--- src/rtl/huffman_pkg.sv ---
// Shared definitions for the canonical Huffman blocks (decoder and tree builder).
// HUFF_DEC_ERR_EN adds the ERROR state to the decoder state enum.
package huffman_pkg;

  localparam int HUFF_MAX_LEN   = 16;
  localparam int HUFF_SYM_WIDTH = 8;
  localparam int HUFF_NUM_SYMS  = 256;
  localparam int HUFF_LEN_W     = $clog2(HUFF_MAX_LEN + 1);

  typedef enum logic [1:0] {
    ST_IDLE   = 2'd0,
    ST_DECODE = 2'd1,
    ST_DRAIN  = 2'd2
`ifdef HUFF_DEC_ERR_EN
    , ST_ERROR = 2'd3
`endif
  } hd_state_t;

  // bits needed to hold a code length 0..max_len
  function automatic int len_w(input int max_len);
    return $clog2(max_len + 1);
  endfunction

  // bits needed to hold a symbol index 0..num_syms (inclusive)
  function automatic int idx_w(input int num_syms);
    return $clog2(num_syms) + 1;
  endfunction

endpackage

--- src/rtl/huffman_code_table.sv ---
// Canonical code description: per-length code counts plus the symbol list in
// code order. Both arrays have asynchronous read ports for the decoder.
// Counts reset to zero; the symbol RAM is not reset.
module huffman_code_table
  import huffman_pkg::*;
#(
  parameter int SYM_WIDTH = HUFF_SYM_WIDTH,
  parameter int NUM_SYMS  = HUFF_NUM_SYMS,
  parameter int MAX_LEN   = HUFF_MAX_LEN
) (
  input  logic                          clk,
  input  logic                          rst_n_in,
  input  logic                          len_we_in,
  input  logic [$clog2(MAX_LEN+1)-1:0]  len_addr_in,
  input  logic [$clog2(NUM_SYMS):0]     len_cnt_in,
  input  logic                          sym_we_in,
  input  logic [$clog2(NUM_SYMS)-1:0]   sym_addr_in,
  input  logic [SYM_WIDTH-1:0]          sym_val_in,
  input  logic [$clog2(MAX_LEN+1)-1:0]  cnt_rd_addr_in,
  output logic [$clog2(NUM_SYMS):0]     cnt_rd_out,
  input  logic [$clog2(NUM_SYMS)-1:0]   sym_rd_addr_in,
  output logic [SYM_WIDTH-1:0]          sym_rd_out
);

  localparam int LW    = len_w(MAX_LEN);
  localparam int IW    = idx_w(NUM_SYMS);
  localparam int DEPTH = 1 << LW;

  // Indexed directly by code length; slot 0 and slots above MAX_LEN are
  // never read by the decoder, so no address qualification is needed.
  logic [IW-1:0]        cnt_q   [DEPTH];
  logic [SYM_WIDTH-1:0] sym_mem [NUM_SYMS];

  // count array: cleared on reset so an unloaded table matches nothing
  always_ff @(posedge clk or negedge rst_n_in) begin
    if (!rst_n_in) begin
      for (int i = 0; i < DEPTH; i++) cnt_q[i] <= '0;
    end else if (len_we_in) begin
      cnt_q[len_addr_in] <= len_cnt_in;
    end
  end

  // symbol RAM write port
  always_ff @(posedge clk) begin
    if (sym_we_in) sym_mem[sym_addr_in] <= sym_val_in;
  end

  assign cnt_rd_out = cnt_q[cnt_rd_addr_in];
  assign sym_rd_out = sym_mem[sym_rd_addr_in];

endmodule

--- src/rtl/huffman_decoder.sv ---
// Canonical Huffman bitstream decoder: one bit per cycle in, one symbol per
// valid/ready handshake out.
// HUFF_DEC_ERR_EN: enables overlong-code / table-overrun detection, the ERROR
// state and the sticky error_out flag. Without it error_out is tied low and an
// unmatched MAX_LEN code is silently dropped.
module huffman_decoder
  import huffman_pkg::*;
#(
  parameter int SYM_WIDTH = HUFF_SYM_WIDTH,
  parameter int NUM_SYMS  = HUFF_NUM_SYMS,
  parameter int MAX_LEN   = HUFF_MAX_LEN,
  parameter int CNT_WIDTH = 16
) (
  input  logic                          clk,
  input  logic                          rst_n_in,
  input  logic                          len_we_in,
  input  logic [$clog2(MAX_LEN+1)-1:0]  len_addr_in,
  input  logic [$clog2(NUM_SYMS):0]     len_cnt_in,
  input  logic                          sym_we_in,
  input  logic [$clog2(NUM_SYMS)-1:0]   sym_addr_in,
  input  logic [SYM_WIDTH-1:0]          sym_val_in,
  input  logic                          start_in,
  input  logic [CNT_WIDTH-1:0]          num_syms_in,
  input  logic                          bit_valid_in,
  input  logic                          bit_in,
  output logic                          bit_ready_out,
  output logic                          sym_valid_out,
  output logic [SYM_WIDTH-1:0]          sym_out,
  input  logic                          sym_ready_in,
  output logic                          busy_out,
  output logic                          done_out,
  output logic                          error_out
);

  localparam int LW = len_w(MAX_LEN);
  localparam int IW = idx_w(NUM_SYMS);
  localparam int AW = $clog2(NUM_SYMS);
  localparam int CW = MAX_LEN + 1;
  // wide enough that first+cnt and index+offset never wrap
  localparam int XW = CW + IW + 1;
  localparam logic [LW-1:0] LEN_LAST = LW'(MAX_LEN);

  hd_state_t            state;
  logic [CW-1:0]        code_q, first_q;
  logic [IW-1:0]        index_q;
  logic [LW-1:0]        len_q;
  logic [CNT_WIDTH-1:0] remain_q;
  logic                 sym_valid_q;
  logic [SYM_WIDTH-1:0] sym_q;
  logic                 done_q;

  logic [LW-1:0]        len_nxt;
  logic [CW-1:0]        code_nxt;
  logic [IW-1:0]        cnt_rd;
  logic [AW-1:0]        sym_rd_addr;
  logic [SYM_WIDTH-1:0] sym_rd;
  logic [XW-1:0]        code_x, first_x, lim_x;
  logic                 hit, at_max, bit_acc, idle;

  assign idle = (state == ST_IDLE);

  huffman_code_table #(
    .SYM_WIDTH (SYM_WIDTH),
    .NUM_SYMS  (NUM_SYMS),
    .MAX_LEN   (MAX_LEN)
  ) u_tbl (
    .clk            (clk),
    .rst_n_in       (rst_n_in),
    .len_we_in      (len_we_in && idle),
    .len_addr_in    (len_addr_in),
    .len_cnt_in     (len_cnt_in),
    .sym_we_in      (sym_we_in && idle),
    .sym_addr_in    (sym_addr_in),
    .sym_val_in     (sym_val_in),
    .cnt_rd_addr_in (len_nxt),
    .cnt_rd_out     (cnt_rd),
    .sym_rd_addr_in (sym_rd_addr),
    .sym_rd_out     (sym_rd)
  );

  // Decode step for the bit currently presented
  assign len_nxt     = len_q + 1'b1;
  assign code_nxt    = {code_q[CW-2:0], bit_in};
  assign code_x      = XW'(code_nxt);
  assign first_x     = XW'(first_q);
  assign lim_x       = first_x + XW'(cnt_rd);
  assign hit         = code_x < lim_x;
  assign at_max      = (len_nxt == LEN_LAST);
  assign sym_rd_addr = AW'(XW'(index_q) + code_x - first_x);

`ifdef HUFF_DEC_ERR_EN
  logic err_q;
  logic overrun;
  assign overrun   = (XW'(index_q) + code_x - first_x) >= XW'(NUM_SYMS);
  assign error_out = err_q;
`else
  assign error_out = 1'b0;
`endif

  // A bit may enter while the held symbol is being popped in the same cycle
  assign bit_ready_out = (state == ST_DECODE) && (!sym_valid_q || sym_ready_in);
  assign bit_acc       = bit_valid_in && bit_ready_out;
  assign sym_valid_out = sym_valid_q;
  assign sym_out       = sym_q;
  assign busy_out      = !idle;
  assign done_out      = done_q;

  // Decoder FSM with per-code state and the output symbol register
  always_ff @(posedge clk or negedge rst_n_in) begin
    if (!rst_n_in) begin
      state       <= ST_IDLE;
      code_q      <= '0;
      first_q     <= '0;
      index_q     <= '0;
      len_q       <= '0;
      remain_q    <= '0;
      sym_valid_q <= 1'b0;
      sym_q       <= '0;
      done_q      <= 1'b0;
`ifdef HUFF_DEC_ERR_EN
      err_q       <= 1'b0;
`endif
    end else begin
      done_q <= 1'b0;
      case (state)
        ST_IDLE: begin
          if (start_in) begin
            code_q  <= '0;
            first_q <= '0;
            index_q <= '0;
            len_q   <= '0;
            if (num_syms_in == '0) begin
              done_q <= 1'b1;
            end else begin
              remain_q <= num_syms_in;
              state    <= ST_DECODE;
            end
          end
        end
        ST_DECODE: begin
          if (sym_valid_q && sym_ready_in) sym_valid_q <= 1'b0;
          if (bit_acc) begin
`ifdef HUFF_DEC_ERR_EN
            if ((hit && overrun) || (!hit && at_max)) begin
              err_q <= 1'b1;
              state <= ST_ERROR;
            end else
`endif
            if (hit) begin
              sym_q       <= sym_rd;
              sym_valid_q <= 1'b1;
              code_q      <= '0;
              first_q     <= '0;
              index_q     <= '0;
              len_q       <= '0;
              remain_q    <= remain_q - 1'b1;
              if (remain_q == CNT_WIDTH'(1)) state <= ST_DRAIN;
            end else if (at_max) begin
              // unmatched full-length code: drop it and resync on next bit
              code_q  <= '0;
              first_q <= '0;
              index_q <= '0;
              len_q   <= '0;
            end else begin
              len_q   <= len_nxt;
              code_q  <= code_nxt;
              first_q <= CW'(lim_x << 1);
              index_q <= index_q + cnt_rd;
            end
          end
        end
        ST_DRAIN: begin
          if (sym_ready_in) begin
            sym_valid_q <= 1'b0;
            done_q      <= 1'b1;
            state       <= ST_IDLE;
          end
        end
`ifdef HUFF_DEC_ERR_EN
        ST_ERROR: begin
          if (sym_valid_q && sym_ready_in) sym_valid_q <= 1'b0;
          if (start_in) begin
            err_q       <= 1'b0;
            sym_valid_q <= 1'b0;
            state       <= ST_IDLE;
          end
        end
`endif
        default: state <= ST_IDLE;
      endcase
    end
  end

endmodule

--- config.mk ---
export PLATFORM = sky130hd
export DESIGN_NAME = huffman_decoder
export DESIGN_NICKNAME = d
export VERILOG_FILES = /design/src/rtl/huffman_pkg.sv /design/src/rtl/huffman_code_table.sv /design/src/rtl/huffman_decoder.sv
export SDC_FILE = /design/constraint.sdc
export NUM_CORES = 2
export LEC_CHECK = 0
export ABC_CLOCK_PERIOD_IN_PS = 14980
export BUFFER_PORTS_ARGS = -buffer_cell sky130_fd_sc_hd__buf_4
export CAP_MARGIN = 40
export CORE_ASPECT_RATIO = 1.4
export CORE_MARGIN = 2
export CORE_UTILIZATION = 49
export CTS_CLUSTER_DIAMETER = 50
export DETAILED_ROUTE_END_ITERATION = 8
export SLEW_MARGIN = 20
export SYNTH_ARGS = -nofsm -noshare
export SYNTH_HDL_FRONTEND = slang
export SYNTH_HIERARCHICAL = 1
export SYNTH_SLANG_ARGS = --single-unit
--- constraint.sdc ---
create_clock -name clk -period 14.98 [get_ports clk]
set_input_delay 0.749 -clock clk [delete_from_list [all_inputs] [get_ports clk]]
set_output_delay 0.749 -clock clk [all_outputs]
set_load 0.01 [all_outputs]
# After elaboration in Yosys (flattened, before gate mapping)
# Memory sizes are Yosys's and may differ from the RTL's. A register that Yosys moved wholly into a read port is not among the register bits.
# Cells that the tools add are included.
[op_classes]
add_sub_neg = 6
n_lt_le_gt_ge = 4
n_eq_ne = 10
muxes = 48
bitwise_logic = 2
n_reduce_logical = 19
[op_table]
columns = ["op", "count"]
rows = [
  ["bitwise mux 288 bit", 1],
  ["two-way mux 16 bit", 7],
  ["two-way mux 17 bit", 4],
  ["case mux 16 bit (2 select lines)", 2],
  ["two-way mux 9 bit", 7],
  ["binary-select mux 9 bit (select 5 bit)", 1],
  ["demux 9 bit (select 5 bit)", 1],
  ["case mux 17 bit (2 select lines)", 1],
  ["two-way mux 5 bit", 4],
  ["adder 17 x 9 -> 18 bit", 1],
  ["< comparator 17 x 18 -> 1 bit", 1],
  ["case mux 9 bit (2 select lines)", 1],
  ["equality test 16 x 1 -> 1 bit, second input constant", 1],
  ["logical NOT 16 bit", 1],
  ["subtractor 16 x 1 -> 16 bit, second input constant", 1],
  [">= comparator 6 bit, second input constant", 2],
  ["two-way mux 2 bit", 6],
  ["NOT 5 -> 6 bit", 2],
  ["!= test 2 bit, second input constant", 5],
  ["case mux 5 bit (2 select lines)", 1],
  ["adder 9 bit", 1],
  ["two-way mux 1 bit", 9],
  ["adder 8 bit", 1],
  ["subtractor 8 bit", 1],
  ["17 further kinds", 27],
]
[word_totals]
regBits = 355
ramBits = 2048
mem_count = 1
[mem_list]
columns = ["name", "depth", "width", "rd", "rd_ports_with_merged_regs", "write_ports", "line", "text"]
rows = [
  ["u_tbl.sym_mem", 256, 8, 1, 1, 1, "huffman_code_table.sv:32", "logic [SYM_WIDTH-1:0] sym_mem [NUM_SYMS];"],
]

# Depth between registers and ports, before layout
[depth]
word_depth = 10
depth_mapped = 25
depth_no_buf = 22

# Modules after synthesis
# Netlist, hierarchy kept.
[by_module_without_submodules]
columns = ["module", "instances", "cells_per_inst", "area_per_inst_um2", "seq_area_each_um2"]
rows = [
  ["huffman_code_table", 1, 4541, 92306.0, 68705.9],
  ["huffman_decoder", 1, 564, 5016.1, 1826.8],
]

# Worst setup path after synthesis
# No wires, ideal clock.
[synth_path]
path_kind = "register to register"
startpoint = "reg len_q[0]"
endpoint = "reg sym_q[0] (netlist: sym_out[0]), read port of u_tbl.sym_mem"
t_arrival_ns = 5.771
required_ns = 14.855
path_slack_ns = 9.084
path_stages_with_launch = 22
path_buffers = 2
cell_sequence = "dfrtp_1 > ha_1 > xor2_1 > clkbuf_1 > buf_2 > mux4_2 > mux2_2 > ha_1 > a211oi_1 > o21ai_0 > a31o_2 > a21oi_1 > nor2b_1 > xnor2_1 > ha_1 > and3_1 > a221oi_1 > o211ai_1 > a21oi_1 > nor2_1 > nor3_4 > mux2_2"
[synth_via]
elab_chain_len = 8
[synth_rtl]
columns = ["element", "line", "text"]
rows = [
  ["start, declared", "huffman_decoder.sv:46", "logic [LW-1:0] len_q;"],
  ["start signal, assigned", "huffman_decoder.sv:165", "len_q <= len_nxt;"],
  ["adder 5 x 1 -> 5 bit", "huffman_decoder.sv:82", "assign len_nxt = len_q + 1'b1;"],
  ["via len_nxt[2]", "huffman_decoder.sv:52", "logic [LW-1:0] len_nxt;"],
  ["NOT 5 -> 6 bit (implied by the code)", "huffman_code_table.sv:48", "assign cnt_rd_out = cnt_q[cnt_rd_addr_in];"],
  ["binary-select mux 9 bit (select 5 bit)", "huffman_code_table.sv:48", ""],
  ["two-way mux 9 bit (implied by the code) (2 in a row)", "huffman_code_table.sv:48", ""],
  ["via cnt_rd[2]", "huffman_decoder.sv:54", "logic [IW-1:0] cnt_rd;"],
  ["adder 17 x 9 -> 18 bit", "huffman_decoder.sv:86", "assign lim_x = first_x + XW'(cnt_rd);"],
  ["< comparator 17 x 18 -> 1 bit", "huffman_decoder.sv:87", "assign hit = code_x < lim_x;"],
  ["AND reduction 3 bit (no source line)", "--", ""],
  ["end, declared", "huffman_decoder.sv:49", "logic [SYM_WIDTH-1:0] sym_q;"],
]
# The timed path passes the listed nets, and every way through them passes these cells. The select of a mux whose other input is x is not followed.
# A chain may end at the register's enable or synchronous reset.

# Worst setup path after layout
[layout_path]
startpoint = "reg len_q[0]"
endpoint = "reg remain_q[8]"
[layout_via]
elab_chain_len = 9
[layout_rtl]
columns = ["element", "line", "text"]
rows = [
  ["adder 5 x 1 -> 5 bit", "huffman_decoder.sv:82", ""],
  ["via len_nxt[0]", "huffman_decoder.sv:52", ""],
  ["NOT 5 -> 6 bit (implied by the code)", "huffman_code_table.sv:48", ""],
  ["binary-select mux 9 bit (select 5 bit)", "huffman_code_table.sv:48", ""],
  ["two-way mux 9 bit (implied by the code) (2 in a row)", "huffman_code_table.sv:48", ""],
  ["via cnt_rd[1]", "huffman_decoder.sv:54", ""],
  ["adder 17 x 9 -> 18 bit", "huffman_decoder.sv:86", ""],
  ["< comparator 17 x 18 -> 1 bit", "huffman_decoder.sv:87", ""],
  ["!= test 2 bit (no source line)", "--", ""],
  ["AND reduction 5 bit (no source line)", "--", ""],
  ["end signal, assigned", "huffman_decoder.sv:135", "remain_q <= num_syms_in;"],
  ["end signal, assigned", "huffman_decoder.sv:156", "remain_q <= remain_q - 1'b1;"],
  ["end, declared", "huffman_decoder.sv:47", "logic [CNT_WIDTH-1:0] remain_q;"],
]
# The timed path passes the listed nets, and every way through them passes these cells. The select of a mux whose other input is x is not followed.

==> flow_metrics.tcl <==
set metrics [dict create \
    grt_max_degree 165 \
    mostFrequentLayoutCells "edfxtp_1, mux4_2, dfrtp_1" \
    synthXorXnorAreaFrac_pct 0.2790 \
    grt_overflow 0 \
    crit_required_ns 15.75 \
    final_nets 5446 \
    netlist_area_um2 97320 \
    io_buffers 65 \
    use_met2_pct 41.37 \
    die_w_um 380.7 \
    worst_pin_slew_ns 1.056 \
    cp.arrival_ns 8.33 \
    grt_setup_unrepaired "no" \
    start_util_pct 49.27 \
    yosys.area_share.adder_pct 0.6917 \
    hold_path.class "primary input to flop" \
    hp-start "num_syms_in[15]" \
    ys_types 79 \
    synth_seq_cells 2409 \
    finalCriticalPeriod_ns 7.557 \
    grt_pass1_wl_mm 355.9 \
    slew_headroom_pct 29.59 \
    r2r_slack_ns 7.42 \
    ctsRootBufferMaster "clkbuf_16" \
    synth_mux_area_share_pct 17.19 \
    ys_top_cells_by_area "edfxtp_1, mux4_2, dfrtp_1, mux2_2, mux2i_1" \
    place_congestion 0.8330 \
    ys_seq_area_share_pct 72.47 \
    synth_enable_flop_cells 2048 \
    drive_above_1_share_pct 27.31 \
    area_growth_pct 12.07 \
    fin_setup_tns_ns 0 \
    synthSimpleGateAreaFrac_pct 3.209 \
    viasPerCell 6.126 \
    clkSlewWorstSetupHoldPaths_ns 0.06 \
    cpPeakStageDelay_ns 0.71 \
    ant_nets 0 \
    grt_use_met1_pct 30.84 \
    fin_worst_skew_ns 0.04482 \
    outcome "finished clean" \
    syn_avg_cell_area_um2 19.06 \
    synth_compound_area_share_pct 4.136 \
    ys.warnings.count 6 \
    grt_usage_pct 23.96 \
    ios 67 \
    drt_iter0_drc 4779 \
    row_count 193 \
    synth_largest_area_cell "edfxtp_1" \
    synth_fp_nets 5208 \
    synthCells 5105 \
    first_global_vias 51070 \
    routedWlPerCell_um 30.00 \
    core_area_um2 197500 \
    min_path_cells 2 \
    vias 49960 \
    cts_tree "done" \
    top_usage_layer "met2" \
    die_h_um 531.3 \
    final_hold_viol_count 0 \
    clock_sinks 2409 \
    h-tree-depth 4 \
    dieArea_um2 202200 \
    timing.rr.start "len_q[0]$_DFFE_PN0P_" \
    fmax_mhz 132.3 \
    final_common_cell "edfxtp_1" \
    cts_buffers 233 \
    max_cap_viol_count 0 \
    crit_slowest_cell "buf_4" \
    ff2ff_path_depth 21 \
    wirelength_mm 244.7 \
    drc 0 \
    drt_first_pass_iters 5 \
    slew_viol_final 0 \
    antenna_found_initial 6 \
    path_cells "inv_4 > buf_4 > mux4_2 > mux4_2 > mux2_2 > ha_1 > a211oi_1 > o21ai_0 > a31o_2 > a21oi_1 > nor2b_1 > xnor2_1 > ha_1 > and3_1 > a221oi_1 > o211ai_1 > a21oi_1 > o21ai_1 > buf_4 > or4_1 > nand3_1" \
    finalSetupViolCount 0 \
    dp_hpwl_mm 151.9 \
    synth_top_family_by_area "multiplexers" \
    post-cts-setup-buffer-count 0 \
    postSynth.asyncResetShare_pct 14.99 \
    crit_path_start_kind "flop" \
    worstSetupEndpointType "flop" \
    path_class "flop to flop" \
    holdPathEnd "remain_q[15]$_DFFE_PN0P_" \
    fin_crit_sh_pct 50.45 \
    path_max_fanout 37 \
    netlist.area_leader.share_pct 63.19 \
    clkLatencyLatePin_ns 0.88 \
    cts.path.max_buffers 4 \
    ys.flop_type "edfxtp_1" \
    r2r-end "remain_q[8]$_DFFE_PN0P_" \
    use_met3_pct 3.110 \
]
## sequential cells by signal, indices dropped and copies added (netlist names)
signal,flops
done_out,1
state,2
remain_q,16
u_tbl/sym_mem,2048
sym_valid_out,1
u_tbl/cnt_q,288
len_q,5
first_q,16
sym_out,8
code_q,16
index_q,8
## kinds of logic (layout without fill, tap and decap cells)
kind of cell             after synthesis  count (layout)
buffers and inverters                356             773
AO/OA/AOI/OAI                        587             587
adder cells (fa/ha/maj)               49              49
flip-flops                          2409            2409
multiplexers                         985             985
XOR/XNOR                              31              31
AND/OR/NAND/NOR                      687             687
other                                  1               2
## worst max-delay path, delay by kind of cell (launching register included)
kind                       cells  cell delay (ns)
adders and majority gates      2             0.51
AOI/OAI and AO/OA              8             2.16
DFF                            1             0.48
xor gates and xnor gates       1             0.24
muxes                          3             1.51
buffers and inverters          3             1.54
and+or+nand+nor                4             0.94
## final cells by class
cell class,count,area [µm²]
fillers,15370,88460
well taps,2632,3293
inverters,44,175.2
multi-input cells,2340,25010
clock inverters,121,1114
clock buffers,293,6181
diodes,1,2.502
repair buffers,315,2760
flip-flops and latches,2409,70530
## cell usage after synthesis, types with 41 or more instances
master / n
mux4_2: 512
nand3_1: 45
o21ai_0: 51
inv_1: 42
ha_1: 41
nand2_1: 139
o221ai_1: 42
mux2i_1: 149
a21oi_1: 128
a22oi_1: 158
nor2_1: 329
buf_2: 76
mux2_2: 320
dfrtp_1: 361
clkbuf_1: 153
edfxtp_1: 2048
o22ai_1: 54
## through the flow
stage	util [%]	setup slack, ns	std cells	hold WS (ns)	area (µm²)
CTS	54.88	6.809	8085	0.09060	108400
detailed placement	51.18	6.844	7670	0.4878	101100
floorplan	-	9.084	5105	0.4534	97320
global placement	50.82	6.965	7592	0.4808	100400
finish	55.22	7.423	8155	0.1435	109100
global route	55.22	6.986	8155	0.1364	109100
## worst max-delay path by stage
stage	from	end	slack, ns	depth (start not counted)
CTS	len_q[0]$_DFFE_PN0P_	sym_out[6]$_DFFE_PN0P_	6.81	20
global placement	len_q[0]$_DFFE_PN0P_	sym_out[5]$_DFFE_PN0P_	6.97	20
finish	len_q[0]$_DFFE_PN0P_	remain_q[8]$_DFFE_PN0P_	7.42	21
floorplan	len_q[0]$_DFFE_PN0P_	sym_out[0]$_DFFE_PN0P_	9.08	21
global route	len_q[0]$_DFFE_PN0P_	remain_q[8]$_DFFE_PN0P_	6.99	21
detailed placement	len_q[0]$_DFFE_PN0P_	sym_out[6]$_DFFE_PN0P_	6.84	20
## metal layers
metal	up-vias	part of all wire [%]
met5	-	0.0065
met2	1695	52
met3	416	5.7
met4	2	4.2
met1	26640	38
li1	21210	-
## repair_timing
item                       4_1_cts  5_1_grt
setup endpoints to repair        0        0
hold endpoints to repair         7        0
hold buffers                     1        0
gates resized for setup          0        0
Power is not shown: default switching activity piles up to over one toggle a cycle in this logic, so the estimate is an artifact.
